[src/rtl/simd_tlut_matmul.sv]
// rtl/simd_tlut_matmul.sv - temporal-LUT SIMD matrix-multiply cell (optional macro: SIMD_CELL_SAT_EN)
module simd_tlut_matmul #(
  parameter int DIM_ROW1     = 3,
  parameter int DIM_COL1     = 3,
  parameter int DIM_ROW2     = 3,
  parameter int DIM_COL2     = 3,
  parameter int INPUT_WIDTH  = 4,
  parameter int WEIGHT_WIDTH = 4,
  parameter int ACC_WIDTH    = 8
) (
  input  logic                                                clk,
  input  logic                                                rst,
  input  logic                                                enable,
  input  logic [DIM_ROW1*DIM_COL1-1:0][INPUT_WIDTH-1:0]       input_bin,
  input  logic [DIM_ROW2*DIM_COL2-1:0][WEIGHT_WIDTH-1:0]      weight_bin,
  output logic [DIM_ROW1*DIM_COL2-1:0][ACC_WIDTH-1:0]         accumulated_mult,
  output logic                                                done
);

  // Accumulators are wide enough for the exact product sum, so they never wrap.
  localparam int ACCW = INPUT_WIDTH + WEIGHT_WIDTH + $clog2(DIM_COL1);
  localparam int NOUT = DIM_ROW1 * DIM_COL2;
  localparam int EXTW = (ACCW > ACC_WIDTH) ? ACCW : ACC_WIDTH;
  // Last counter value of a pass: T-1 where T = 2^INPUT_WIDTH-1.
  localparam logic [INPUT_WIDTH-1:0] LAST = INPUT_WIDTH'((2 ** INPUT_WIDTH) - 2);

  typedef enum logic {
    IDLE,
    RUN
  } state_t;

  state_t                                           state_q;
  logic [INPUT_WIDTH-1:0]                           counter_q;
  logic [DIM_ROW1*DIM_COL1-1:0][INPUT_WIDTH-1:0]    a_q;
  logic [DIM_ROW2*DIM_COL2-1:0][WEIGHT_WIDTH-1:0]   b_q;
  logic [NOUT-1:0][ACCW-1:0]                        acc_q;
  logic [NOUT-1:0][ACCW-1:0]                        acc_d;
  logic [NOUT-1:0][ACC_WIDTH-1:0]                   result_q;
  logic [NOUT-1:0][ACC_WIDTH-1:0]                   result_d;
  logic                                             done_q;
  logic [ACCW-1:0]                                  tree_sum;

  // Narrow an exact sum to the output width: wrap by default, clamp when saturation is built in.
  function automatic logic [ACC_WIDTH-1:0] reduce_out(input logic [ACCW-1:0] v);
    logic [EXTW-1:0] ext;
    ext = EXTW'(v);
`ifdef SIMD_CELL_SAT_EN
    if (ext > EXTW'({ACC_WIDTH{1'b1}})) begin
      return {ACC_WIDTH{1'b1}};
    end
`endif
    return ext[ACC_WIDTH-1:0];
  endfunction

  // Per-output sum of weights whose input pulse is still high at this time step.
  always_comb begin
    acc_d    = acc_q;
    result_d = '0;
    tree_sum = '0;
    for (int i = 0; i < DIM_ROW1; i++) begin
      for (int j = 0; j < DIM_COL2; j++) begin
        tree_sum = '0;
        for (int k = 0; k < DIM_COL1; k++) begin
          if (a_q[i*DIM_COL1+k] > counter_q) begin
            tree_sum = tree_sum + ACCW'(b_q[k*DIM_COL2+j]);
          end
        end
        acc_d[i*DIM_COL2+j]    = acc_q[i*DIM_COL2+j] + tree_sum;
        result_d[i*DIM_COL2+j] = reduce_out(acc_d[i*DIM_COL2+j]);
      end
    end
  end

  // Pass sequencer: latch operands, step the time counter, publish the result at the end of a pass.
  // The final time step always completes; enable on that edge chooses restart versus return to IDLE.
  always_ff @(posedge clk or posedge rst) begin
    if (rst) begin
      state_q   <= IDLE;
      counter_q <= '0;
      a_q       <= '0;
      b_q       <= '0;
      acc_q     <= '0;
      result_q  <= '0;
      done_q    <= 1'b0;
    end else begin
      done_q <= 1'b0;
      case (state_q)
        IDLE: begin
          if (enable) begin
            a_q       <= input_bin;
            b_q       <= weight_bin;
            acc_q     <= '0;
            counter_q <= '0;
            state_q   <= RUN;
          end
        end
        RUN: begin
          if (counter_q == LAST) begin
            result_q  <= result_d;
            done_q    <= 1'b1;
            acc_q     <= '0;
            counter_q <= '0;
            if (enable) begin
              a_q     <= input_bin;
              b_q     <= weight_bin;
            end else begin
              state_q <= IDLE;
            end
          end else if (enable) begin
            acc_q     <= acc_d;
            counter_q <= counter_q + INPUT_WIDTH'(1);
          end
        end
        default: state_q <= IDLE;
      endcase
    end
  end

  assign accumulated_mult = result_q;
  assign done             = done_q;

endmodule

[config.mk]
export PLATFORM = sky130hd
export DESIGN_NAME = simd_tlut_matmul
export DESIGN_NICKNAME = d
export VERILOG_FILES = /design/src/rtl/simd_tlut_matmul.sv
export SDC_FILE = /design/constraint.sdc
export NUM_CORES = 1
export LEC_CHECK = 0
export ABC_AREA = 1
export CAP_MARGIN = 10
export CORE_AREA = 2 2 168 153
export CTS_BUF_LIST = sky130_fd_sc_hd__clkbuf_4
export DETAILED_ROUTE_END_ITERATION = 12
export DIE_AREA = 0 0 170 155
export PLACE_DENSITY_LB_ADDON = 0.25
export SLEW_MARGIN = 0
export SYNTH_ARGS = -nofsm -noshare
export SYNTH_HDL_FRONTEND = slang
export SYNTH_SLANG_ARGS = --single-unit
export TNS_END_PERCENT = 1
[constraint.sdc]
create_clock -name clk -period 18.7 [get_ports clk]
set_input_delay 1.87 -clock clk [delete_from_list [all_inputs] [get_ports clk]]
set_output_delay 1.87 -clock clk [all_outputs]
set_load 0.005 [all_outputs]
==> impl_metrics.toml <==
[outcome]
status = "completed"

[logic_synthesis]
synth_top_family_by_area = "simple AND/OR/NAND/NOR gates"
synth_compound_area_share_pct = 13.2
synth_top_area_share_pct = 36.9
ys_seq_elements = 222
synth-xor-area-share_pct = 3.37
yosys.cell_types.count = 40
syn-cell-area_um2 = 15100
synth_area_leader_cell = "dfrtp_1"
synth-simple-area-share_pct = 19.6
synth_mux_area_share_pct = 3.37
syn-instance-count = 1824
synth_adder_area_share_pct = 16.8
syn_nets = 2085
ys_warn_count = 0
ys_top_cells_by_area = "dfrtp_1 37%, ha_1 13%, nand2_1 11%, o21ai_0 5.1%, inv_1 4.7%"
ys_seq_area_share_pct = 36.9
synth_area_per_cell_um2 = 8.25

[worst_setup_path]
max_stage_delay_ns = 0.40
crit_type = "reg -> reg"
cpMostUsedCell = "inv_1"
path_max_fanout = 13
cp-end-kind = "flip-flop"
crit_slowest_cell = "dfrtp_1"
crit_required_ns = 19.24
r2r_cells = 28
r2r_end = "accumulated_mult[70]"
critical_path.startpoint_type = "flip-flop"
arrival_ns = 5.97
reg2reg_slack_ns = 13.27
crit-reg2reg-launch = "counter_q[1]"

[global_route]
antenna_found_initial = 1
grt_max_degree = 100
grt_pass1_wl_mm = 65.1
grt-ovfl-total = 0
grt_pass1_vias = 13300
grt_use_total_pct = 31.0

[hold_path]
hold_start = "accumulated_mult[18]"
min_to = "accumulated_mult[18]"
min_path_cells = 2
hold_class = "reg -> reg"

[cells_and_area]
nFillCells = 1960
final_common_cell = "nand2_1"
syn_to_final_growth_pct = 15.8
fin_util_pct = 70.4
fin_nets = 2243
final_cell_mix = "448 x nand2_1, 222 x dfrtp_1, 189 x inv_1"
drive_gt1_share_pct = 8.88
fin_cells = 2330

[sta]
worst_pin_slew_ns = 1.12
period_needed_ns = 5.43
skew_ns = 0.0248
max-slew-margin-rel_pct = 25.2
timing.final.crit_share_pct = 29.0
rsz0062_at_grt = "false"
setup-violations-final = 0
fmax_mhz = 184
timing.final.ws_setup_ns = 13.27
report.final.slew_viol_count = 0
setup_tns_ns = 0
hold_viol = 0

[drt]
wl_mm = 39.5
vias = 13300
wire_per_inst_um = 17.0
postRouteAntennaNets = 0
viasPerCell = 5.71
route.detailed.drc = 0
dr.pass1.iters = 5
drtIter0Drc = 930

[cts]
clk_latency_ns = 0.71
cts.repair.resized = 0
clk_pin_slew_ns = 0.06
h-tree-depth = 2
ctsHoldBuffers = 0
cts_inserted_buffers = 58
clockBufferDepth = 3
root_buffer = "clkbuf_4"
tritoncts = "yes"
cts_sinks = 222
post_cts_buffers = 0

[floorplanning]
die_h_um = 155
num_rows = 55
core_um2 = 24800
ios = 148
start_util_pct = 60.8
die_x_um = 170
die_area_um2 = 26400

[placement]
dp_cells = 2235
numPortBuffers = 147
gp_congestion = 0.995
pre_cts_ws_ns = 13.37
dp_hpwl_mm = 29.4

[job]
drv_cap = 0
[cell usage after synthesis, drive strengths merged]
master	number
a21boi	13
a21o	17
a21oi	119
a221oi	1
a31oi	16
and2	3
buf	26
clkbuf	31
dfrtp	222
fa	27
ha	159
inv	197
mux2	45
nand2	454
nand3	99
nand3b	16
nand4	20
nor2	97
nor3	7
o211ai	5
o21ai	170
o21bai	5
o22ai	15
or2	2
xnor2	29
xor2	29
[worst max path at each step]
stage | slack (ns) | start | to
after global placement | 13.54 | counter_q[1] | acc_q[86]
after floorplan | 10.75 | rst | a_q[0]
final | 13.27 | counter_q[1] | accumulated_mult[70]
after global routing | 12.74 | counter_q[2] | accumulated_mult[14]
after detailed placement | 13.37 | counter_q[3] | accumulated_mult[22]
after CTS | 13.36 | counter_q[1] | accumulated_mult[70]
[cell type report]
class	count	area, um2	share of cell area, %
diodes	1	2.50	0.0144
clock buffers	83	623	3.57
clock inverters	11	75.1	0.431
inverters	197	747	4.29
multi-input cells	1348	8500	48.8
flip-flops and latches	222	5560	31.9
well taps	313	392	2.25
repair buffers	155	1530	8.79
[per-layer routing]
layer	GRT usage, %	vias to the layer above	share of wire (%)
li1	-	6403	-
met1	38.9	6305	41
met2	52.6	475	47
met3	5.44	132	6.8
met4	13.8	0	4.5
met5	0	-	0
[kinds of logic (layout without fill, tap and decap cells)]
logic type      Yosys count  after routing
other cells               0              1
buf+inv                 254            446
flops                   222            222
mux                      45             45
fa+ha+maj               186            186
compound gates          361            361
simple gates            698            698
xor+xnor                 58             58
[metrics by stage]
step	hold slack [ns]	instance area, um2
after floorplan	0.459	15100
after global placement	0.464	16700
after detailed placement	0.466	16700
after CTS	0.483	17400
after global routing	0.504	17400
final	0.478	17400
[state kept, by name, summed over array words and instances (netlist names)]
name              count
acc_q                72
counter_q             4
b_q                  36
done                  1
a_q                  36
state_q               1
accumulated_mult     72
[critical path, delay by kind of cell (launching register included)]
family	cells	cell delay (ns)
flops	1	0.40
simple gates	6	0.79
xor+xnor	2	0.31
compound gates	10	1.64
fa+ha+maj	5	1.67
buf+inv	5	0.44
Power is not shown: default switching activity piles up to over one toggle a cycle in this logic, so the estimate is an artifact.
